File: src/rtl/act_pkg.sv
// Shared definitions for the ACT_S2 round-robin scheduler: state codes and
// the layout of one requester's operand slice.
package act_pkg;

  localparam logic [1:0] S_IDLE     = 2'd0;
  localparam logic [1:0] S_ISSUE    = 2'd1;
  localparam logic [1:0] S_COMPLETE = 2'd2;

  // Slice layout, LSB first: B0, A0, B1, A1, D00, D01, D10, D11
  localparam int unsigned OFF_B0  = 0;
  localparam int unsigned OFF_A0  = 1;
  localparam int unsigned OFF_B1  = 2;
  localparam int unsigned OFF_A1  = 3;
  localparam int unsigned OFF_D00 = 4;

  function automatic int unsigned act_op_w(input int unsigned xlen);
    return 4 * xlen + 4;
  endfunction

  // k = 0..3 selects D00, D01, D10, D11
  function automatic int unsigned act_off_d(input int unsigned xlen, input int unsigned k);
    return OFF_D00 + k * xlen;
  endfunction

endpackage

File: src/rtl/act_s2_rr_scheduler_cell.sv
// Registered ACT_S2 logic cell: S0=A0&B0 and S1=A1|B1 select one of four data words.
module act_s2_cell #(
  parameter int unsigned XLEN = 2
) (
  input  logic            clock,
  input  logic            reset,
  input  logic [XLEN-1:0] d00,
  input  logic [XLEN-1:0] d01,
  input  logic [XLEN-1:0] d10,
  input  logic [XLEN-1:0] d11,
  input  logic            a0,
  input  logic            b0,
  input  logic            a1,
  input  logic            b1,
  output logic [XLEN-1:0] q
);

  logic            w_s0;
  logic            w_s1;
  logic [XLEN-1:0] w_sel;

  assign w_s0 = a0 & b0;
  assign w_s1 = a1 | b1;

  // S0 is the outer select level, S1 the inner one
  always_comb begin
    w_sel = d00;
    case ({w_s0, w_s1})
      2'b00:   w_sel = d00;
      2'b01:   w_sel = d01;
      2'b10:   w_sel = d10;
      default: w_sel = d11;
    endcase
  end

  always_ff @(posedge clock) begin
    if (reset) q <= '0;
    else       q <= w_sel;
  end

endmodule

File: src/rtl/act_s2_rr_scheduler_picker.sv
// Combinational round-robin picker: first eligible index at or after ptr, wrapping to 0.
module rr_picker #(
  parameter  int unsigned NREQ = 4,
  localparam int unsigned PW   = $clog2(NREQ)
) (
  input  logic [NREQ-1:0] eligible,
  input  logic [PW-1:0]   ptr,
  output logic            found,
  output logic [PW-1:0]   idx
);

  // Upper pass covers [ptr, NREQ-1]; lower pass then yields the wrapped winner below ptr
  always_comb begin
    found = 1'b0;
    idx   = '0;
    for (int unsigned i = 0; i < NREQ; i++) begin
      if (!found && eligible[i] && (PW'(i) >= ptr)) begin
        found = 1'b1;
        idx   = PW'(i);
      end
    end
    for (int unsigned i = 0; i < NREQ; i++) begin
      if (!found && eligible[i]) begin
        found = 1'b1;
        idx   = PW'(i);
      end
    end
  end

endmodule

File: src/rtl/act_s2_rr_scheduler.sv
// Round-robin front-end sharing one registered ACT_S2 cell between NREQ requesters:
// captures operands at grant, drives the cell, pulses done with the cell result.
module act_s2_rr_scheduler
  import act_pkg::*;
#(
  parameter int unsigned XLEN = 2,
  parameter int unsigned NREQ = 4
) (
  input  logic                        clock,
  input  logic                        reset,
  input  logic [NREQ-1:0]             req,
  input  logic [NREQ*(4*XLEN+4)-1:0]  req_ops,
  output logic [NREQ-1:0]             grant,
  output logic [NREQ-1:0]             done,
  output logic [XLEN-1:0]             result,
  output logic                        busy
);

  localparam int unsigned OP_W   = act_op_w(XLEN);
  localparam int unsigned PW     = $clog2(NREQ);
  localparam int unsigned D00_LO = act_off_d(XLEN, 0);
  localparam int unsigned D01_LO = act_off_d(XLEN, 1);
  localparam int unsigned D10_LO = act_off_d(XLEN, 2);
  localparam int unsigned D11_LO = act_off_d(XLEN, 3);

  logic [1:0]      r_state;
  logic [PW-1:0]   r_ptr;
  logic [PW-1:0]   r_idx;
  logic [OP_W-1:0] r_op;
  logic [NREQ-1:0] r_done;

  logic [NREQ-1:0] w_elig;
  logic            w_found;
  logic [PW-1:0]   w_pick;
  logic [PW-1:0]   w_ptr_next;
  logic [NREQ-1:0] w_grant;
  logic [NREQ-1:0] w_idx_oh;
  logic [OP_W-1:0] w_slice;

  // The requester finishing in COMPLETE is masked so others get the slot first
  always_comb begin
    w_elig = '0;
    if (r_state == S_IDLE) begin
      w_elig = req;
    end else if (r_state == S_COMPLETE) begin
      w_elig        = req;
      w_elig[r_idx] = 1'b0;
    end
  end

  rr_picker #(.NREQ(NREQ)) u_picker (
    .eligible (w_elig),
    .ptr      (r_ptr),
    .found    (w_found),
    .idx      (w_pick)
  );

  assign w_ptr_next = (w_pick == PW'(NREQ - 1)) ? '0 : w_pick + 1'b1;

  always_comb begin
    w_grant = '0;
    if (w_found) w_grant[w_pick] = 1'b1;
  end

  always_comb begin
    w_idx_oh        = '0;
    w_idx_oh[r_idx] = 1'b1;
  end

  always_comb begin
    w_slice = '0;
    for (int unsigned i = 0; i < NREQ; i++) begin
      if (PW'(i) == w_pick) w_slice = req_ops[i*OP_W +: OP_W];
    end
  end

  always_ff @(posedge clock) begin
    if (reset) begin
      r_state <= S_IDLE;
      r_ptr   <= '0;
      r_idx   <= '0;
      r_op    <= '0;
      r_done  <= '0;
    end else begin
      r_done <= '0;
      case (r_state)
        S_IDLE, S_COMPLETE: begin
          if (w_found) begin
            r_op    <= w_slice;
            r_idx   <= w_pick;
            r_ptr   <= w_ptr_next;
            r_state <= S_ISSUE;
          end else begin
            r_state <= S_IDLE;
          end
        end
        S_ISSUE: begin
          r_done  <= w_idx_oh;
          r_state <= S_COMPLETE;
        end
        default: r_state <= S_IDLE;
      endcase
    end
  end

  // Cell always sees op_reg; its output is only consumed while done is high
  act_s2_cell #(.XLEN(XLEN)) u_cell (
    .clock (clock),
    .reset (reset),
    .d00   (r_op[D00_LO +: XLEN]),
    .d01   (r_op[D01_LO +: XLEN]),
    .d10   (r_op[D10_LO +: XLEN]),
    .d11   (r_op[D11_LO +: XLEN]),
    .a0    (r_op[OFF_A0]),
    .b0    (r_op[OFF_B0]),
    .a1    (r_op[OFF_A1]),
    .b1    (r_op[OFF_B1]),
    .q     (result)
  );

  assign grant = w_grant;
  assign done  = r_done;
  assign busy  = (r_state == S_ISSUE) || (r_state == S_COMPLETE);

endmodule

File: config.mk
export PLATFORM = sky130hd
export DESIGN_NAME = act_s2_rr_scheduler
export DESIGN_NICKNAME = d
export VERILOG_FILES = /design/src/rtl/act_pkg.sv /design/src/rtl/act_s2_rr_scheduler_cell.sv /design/src/rtl/act_s2_rr_scheduler_picker.sv /design/src/rtl/act_s2_rr_scheduler.sv
export SDC_FILE = /design/constraint.sdc
export NUM_CORES = 1
export LEC_CHECK = 0
export ABC_AREA = 1
export CAP_MARGIN = 40
export CORE_UTILIZATION = 46
export DETAILED_ROUTE_END_ITERATION = 16
export PLACE_DENSITY = 0.95
export SYNTH_ARGS = -nofsm -noshare
export SYNTH_HDL_FRONTEND = slang
export SYNTH_SLANG_ARGS = --single-unit
File: constraint.sdc
create_clock -name clock -period 6 [get_ports clock]
set_input_delay 0.6 -clock clock [delete_from_list [all_inputs] [get_ports clock]]
set_output_delay 0.6 -clock clock [all_outputs]
set_load 0.005 [all_outputs]
==> qor.yml, run 1 <==
netlist_area_sq_um: 1530
grt_overflow: 0
dieWidth_um: 59.7
start_kind: "register"
ys.flop_type: "dfxtp_1"
cts_tree: "built"
cts-root-buf: "clkbuf_4"
async_flop_share_pct: 0
cts_hold_buf: 0
hpwlAfterDp_um: 2840
grt_pass1_vias: 1405
drt_first_pass_iters: 4
seq_power_share_pct: 27.4
leakage_nw: 1.03
cts_resized: 0
die-area_sq_um: 3570
fin_total_pwr_mw: 0.854
gp_congestion: 0.845
fmax_mhz: 264
post_drt_wl_per_cell_um: 10.0
clock_latency_ns: 0.30
yosysTopAreaCell: "dfxtp_1"
p_clk_share_pct: 9.6
postSynthAreaPerCell_sq_um: 6.23
crit_path_frequent_cell: "nand2_1"
outcome: "completed"
synth.area.mux_share_pct: 0
ys_warn_count: 0
grt_max_degree: 31
dpl_cell_area_sq_um: 2180
netSwitchingPower_mw: 0.384
synth_edf_count: 0
synth_top_area_share_pct: 31.3
initial_core_util_pct: 49.4
port_buffers: 64
fin_crit_sh_pct: 63.0
clockBufferDepth: 2
ctsHtreeMaxLevel: 1
yosys-top-cells-count: "nand2_1, nor2_1, inv_1"
ant_nets: 0
use_met2_pct: 36.7
hold_viol: 0
crit_path_end_kind: "primary output"
setup_viol: 0
finClkSkew_ns: 0.00773
p_sw_share_pct: 45.0
diodes: 0
row_count: 20
drv_cap: 0
synth-compound-area-share_pct: 15.0
clkSlewWorstSetupHoldPaths_ns: 0.12
grtUsageTotal_pct: 20.8
crit_fanout: 25
p_int_mw: 0.470
dp_slack_ns: 2.28
top_usage_layer: "met2"
cpMaxStageDelayCell: "ha_1"
crit_chain: "inv_1 > ha_1 > nor2_2 > nor2_1 > nand2_1 > nand3_1 > nor2_2 > nand2_1 > o21ai_1 > ha_1 > nand2_1 > inv_1 > clkdlybuf4s50_1"
post-route-cell-area_sq_um: 2220
ys_seq_area_share_pct: 31.3
drive_gt1_share_pct: 4.28
final-max-slew-violation-count: 0
yosys-top-cells-area: "dfxtp_1, nand2_1, nor2_1, nand3_1, inv_1"
critPathMaxStageDelay_ns: 0.63
viasPerCell: 4.84
grt_use_met3_pct: 3.03
comb_power_share_pct: 63.0
pin_count: 65
p_per_area_nw_per_um2: 385
finalNetCount: 366
drc: 0
synth_top_family_by_area: "simple AND/OR/NAND/NOR gates"
vias: 1685
vdd_drop_max_mv: 0.253
max-slew-margin-rel_pct: 52.2
hold_slack_ns: 0.461
grtUsageMet1_pct: 26.6
synth-simple-area-share_pct: 37.1
core_sq_um: 3100
crit_required_ns: 5.40
synthXorXnorAreaFrac_pct: 0
synth_fa_ha_area_share_pct: 5.71
fin_ws_ns: 2.22
worstSetupPathType: "register to primary output"
synth_cell_types: 24
timing.setup.tns_ns: 0
synth_nets: 307
syn_inst: 246
syn2layout_area_growth_pct: 44.6
post-route-util_pct: 71.4
dp.cells: 344
drt_iter0_drc: 42
worstMarginPinSlew_ns: 0.714
period_needed_ns: 3.78
cts_buffers: 3
grt_pass1_wl_um: 5800
die_h_um: 59.7
post_cts_buffers: 0
worstPathArrival_ns: 3.18
numClockSinks: 24
synth.most_common_cell: "nand2_1"
rsz0062_at_grt: "false"
yosys_register_bits: 24
antenna_found_initial: 0
drt-total-wl_um: 3480
layoutNonFillerInstCount: 348
min-delay-path-class: "register to register"
## cells in the final DEF, fill, tap and decap left out, drive strengths merged, types with 4 or more instances in the layout
cell	n
nand2	72
clkdlybuf4s50	64
nor2	33
inv	30
dfxtp	24
nand3	24
o21ai	17
a22oi	12
a21oi	8
ha	7
nor3	6
clkbuf	4
## power groups by stage
stage | Sequential, mW | Clock, mW | Combinational (mW)
after floorplan | 0.233 | 0 | 0.393
final | 0.234 | 0.0816 | 0.538
after detailed placement | 0.238 | 0 | 0.535
after CTS | 0.234 | 0.0833 | 0.538
after global routing | 0.240 | 0.0905 | 0.619
after global placement | 0.235 | 0 | 0.521
## worst max-delay path: cells and delay by family, from the launching register on
family                     cells  cell delay (ns)
adders and majority gates      2             0.85
and+or+nand+nor                7             0.77
buffers and inverters          3             0.64
DFF                            1             0.36
AOI/OAI and AO/OA              1             0.25
## layout make-up
cell class	count	area (sq um)
Sequential cell	24	480
Fill cell	266	887
Multi-Input combinational cell	181	886
Timing Repair Buffer	64	641
Tap cell	44	55.1
Inverter	31	118
Clock buffer	4	36.3
## layer usage
layer	vias up	routed length [um]
met4	0	19
met3	2	187
met1	718	1610
met2	60	1670
li1	905	-
met5	-	0
## cells by family (layout without fill, tap and decap cells)
family,count (synthesis),count (layout)
simple gates,136,136
buf+inv,41,99
compound gates,38,38
flops,24,24
fa+ha+maj,7,7
## registers in the layout, indices dropped and copies added (netlist names)
name and count:
r_op 12, done 4, r_idx 2, r_ptr 2
r_state 2, u_cell.q 2
## worst paths after layout
| check | startpoint | to | slack (ns) | cells after the start |
|---|---|---|---|---|
| max | r_state[0]$_SDFF_PP0_ | grant[2] | 2.22 | 13 |
| min | r_op[9]$_SDFFE_PP0P_ | r_op[9]$_SDFFE_PP0P_ | 0.46 | 2 |
| max reg2reg | r_state[0]$_SDFF_PP0_ | r_op[11]$_SDFFE_PP0P_ | 2.51 | 18 |
| min reg2reg | r_op[9]$_SDFFE_PP0P_ | r_op[9]$_SDFFE_PP0P_ | 0.46 | 2 |
Note: power is estimated with default switching activity, not from simulation.
==> run 2: changes to the inputs <==
- CORE_UTILIZATION: 46 -> 42
- PLACE_DENSITY: 0.95 -> 0.89
- clock period: 6 -> 3.9 ns (I/O delays scaled with it)
==> run 2 against run 1 <==
Compared with the run above:
- setup slack got worse by 1.7 ns
- clock-buffer cell count is 1 lower
- utilization shrank 5.3 points
- critical path type unchanged
- register-to-register slack lost 1.8 ns
==> qor.yml, run 2 (same netlist as run 1, synthesis figures left out) <==
diodes: 0  # unchanged
clock_latency_ns: 0.31  # about the same
gp_congestion: 0.818  # -3.2%
drt_iter0_drc: 105  # +150%
critical_path_cell_count: 14  # +1
post-route-util_pct: 66.1  # -5.3 points
cp_top_family: "simple AND/OR/NAND/NOR gates"
numClockSinks: 24  # unchanged
comb_power_share_pct: 61.2  # -1.8 points
die-area_sq_um: 3900  # +9.2%
worstMarginPinSlew_ns: 0.579  # -0.135 ns
post_cts_buffers: 0  # unchanged
regMostFlops: "r_op"
fmax_mhz: 293
die_h_um: 62.4  # +4.5%
final-max-slew-violation-count: 0  # unchanged
p_sw_share_pct: 43.7  # -1.2 points
syn2layout_area_growth_pct: 47.3
finalNetCount: 369  # +0.82%
start_kind: "register"
initial_core_util_pct: 44.9  # -4.5 points
cts_buffers: 3  # unchanged
hpwlAfterDp_um: 2980  # +4.9%
row_count: 21  # +5.0%
worstSetupPathType: "register to primary output"
min-delay-path-class: "register to register"
post_drt_wl_per_cell_um: 10.8  # +8.1%
grt_overflow: 0  # unchanged
hold_viol: 0  # unchanged
max-slew-margin-rel_pct: 61.4  # +9.2 points
dieWidth_um: 62.4  # +4.5%
layout_common_cells: "nand2_1, clkdlybuf4s50_1, nor2_1"
period_needed_ns: 3.41
ctsHtreeMaxLevel: 1  # unchanged
largest_register_ffs: 12  # unchanged
r2r_cells: 19  # +1
drt-total-wl_um: 3820  # +9.7%
cts-root-buf: "clkbuf_4"
pin_count: 65  # unchanged
crit_chain: "inv_1 > ha_1 > nor2_2 > nor2_1 > nand2_1 > nand3_1 > nor2_2 > nand2_1 > o21ai_1 > inv_1 > ha_1 > nand2_1 > inv_1 > clkdlybuf4s50_1"
hold_slack_ns: 0.461  # -0.000507 ns
fin_total_pwr_mw: 1.40  # +63%
leakage_nw: 1.06  # +2.2%
ant_nets: 0  # unchanged
antenna_found_initial: 0  # unchanged
final_common_cell: "nand2_1"
clkSlewWorstSetupHoldPaths_ns: 0.13  # about the same
rsz0062_at_grt: "false"
p_per_area_nw_per_um2: 618  # +60%
grt_pass1_wl_um: 6600  # +14%
critPathMaxStageDelay_ns: 0.43  # -0.20 ns
crit_required_ns: 3.51  # -1.89 ns
drc: 0  # unchanged
worstPathArrival_ns: 3.02  # -0.16 ns
finClkSkew_ns: 0.00101  # -0.00672 ns
viasPerCell: 4.80  # -0.89%
crit_path_end_kind: "primary output"
cts_hold_buf: 0  # unchanged
core_sq_um: 3420  # +10%
drt_first_pass_iters: 4  # unchanged
cts_resized: 0  # unchanged
drv_cap: 0  # unchanged
clockBufferDepth: 2  # unchanged
seq_power_share_pct: 25.9  # -1.5 points
p_int_mw: 0.785  # +67%
cts_tree: "built"
grt_pass1_vias: 1576  # +12%
grt_max_degree: 31  # unchanged
p_clk_share_pct: 12.9  # +3.3 points
crit_fanout: 14  # -44%
netSwitchingPower_mw: 0.610  # +59%
grtUsageTotal_pct: 20.5  # -0.34 points
cpMaxStageDelayCell: "clkdlybuf4s50_1"
port_buffers: 64  # unchanged
crit_buf_inv: 4  # +1
timing.setup.tns_ns: 0  # unchanged
vdd_drop_max_mv: 0.309  # +22%
outcome: "completed"
fin_crit_sh_pct: 87.4
setup_viol: 0  # unchanged
min_path_cells: 2  # unchanged
drive_gt1_share_pct: 5.21  # +0.94 points
vias: 1694  # +0.53%
[run 2: cell count changes in the layout (fill, tap and decap cells not counted), sizes merged]
cell | previous run | this run
buf | 0 | 3
bufinv | 0 | 1
clkbuf | 4 | 3
[run 2: path summary, 6_finish.rpt]
check                                      startpoint              endpoint  slack (ns)
worst min-delay path             r_op[9]$_SDFFE_PP0P_  r_op[9]$_SDFFE_PP0P_        0.46
worst min register to register   r_op[9]$_SDFFE_PP0P_  r_op[9]$_SDFFE_PP0P_        0.46
worst max register to register  r_state[0]$_SDFF_PP0_  r_op[5]$_SDFFE_PP0P_        0.74
worst max-delay path            r_state[0]$_SDFF_PP0_              grant[1]        0.49
[run 2: routing by layer]
layer  global-route usage, %  part of all wire [%]
met1                    25.4                    46
met2                    36.8                    50
met3                    1.28                   3.2
met4                    7.85                   1.0
met5                       0                     0
[run 2: power groups by stage]
| stage | registers [mW] | clock network (mW) | logic (mW) |
|---|---|---|---|
| 5_1_grt | 0.372 | 0.193 | 0.983 |
| 3_3_place_gp | 0.364 | 0 | 0.826 |
| 4_1_cts | 0.362 | 0.181 | 0.857 |
| 3_5_place_dp | 0.367 | 0 | 0.846 |
| 2_1_floorplan | 0.358 | 0 | 0.605 |
| 6_report | 0.362 | 0.180 | 0.853 |
[run 2: worst min-delay path, cell delays in order, from the launching register on]
cell,delay [ns]
dfxtp_1,0.32
inv_1,0.06
a21oi_1,0.05
[run 2: stage by stage]
| stage | instances | instance area [sq um] | setup WS, ns |
|---|---|---|---|
| 3_5_place_dp | 349 | 2200 | 0.767 |
| 3_3_place_gp | 349 | 2200 | 0.832 |
| 2_1_floorplan | 246 | 1530 | 1.36 |
| 5_1_grt | 353 | 2260 | 0.230 |
| 4_1_cts | 353 | 2260 | 0.485 |
| 6_report | 353 | 2260 | 0.490 |
[run 2: layout make-up]
cell class                 instances  area, sq um
timing repair buffer              67          663
fill                             312         1160
clock inverter                     1         30.0
multi-input combinational        181          886
tap                               46         57.6
clock buffer                       3         22.5
inverter                          31          118
sequential                        24          480
==> run 3: changes to the inputs <==
- SLEW_MARGIN: default -> 20
==> results of run 3 <==
Final layout, timing and power as in run 2 (identical DEF).
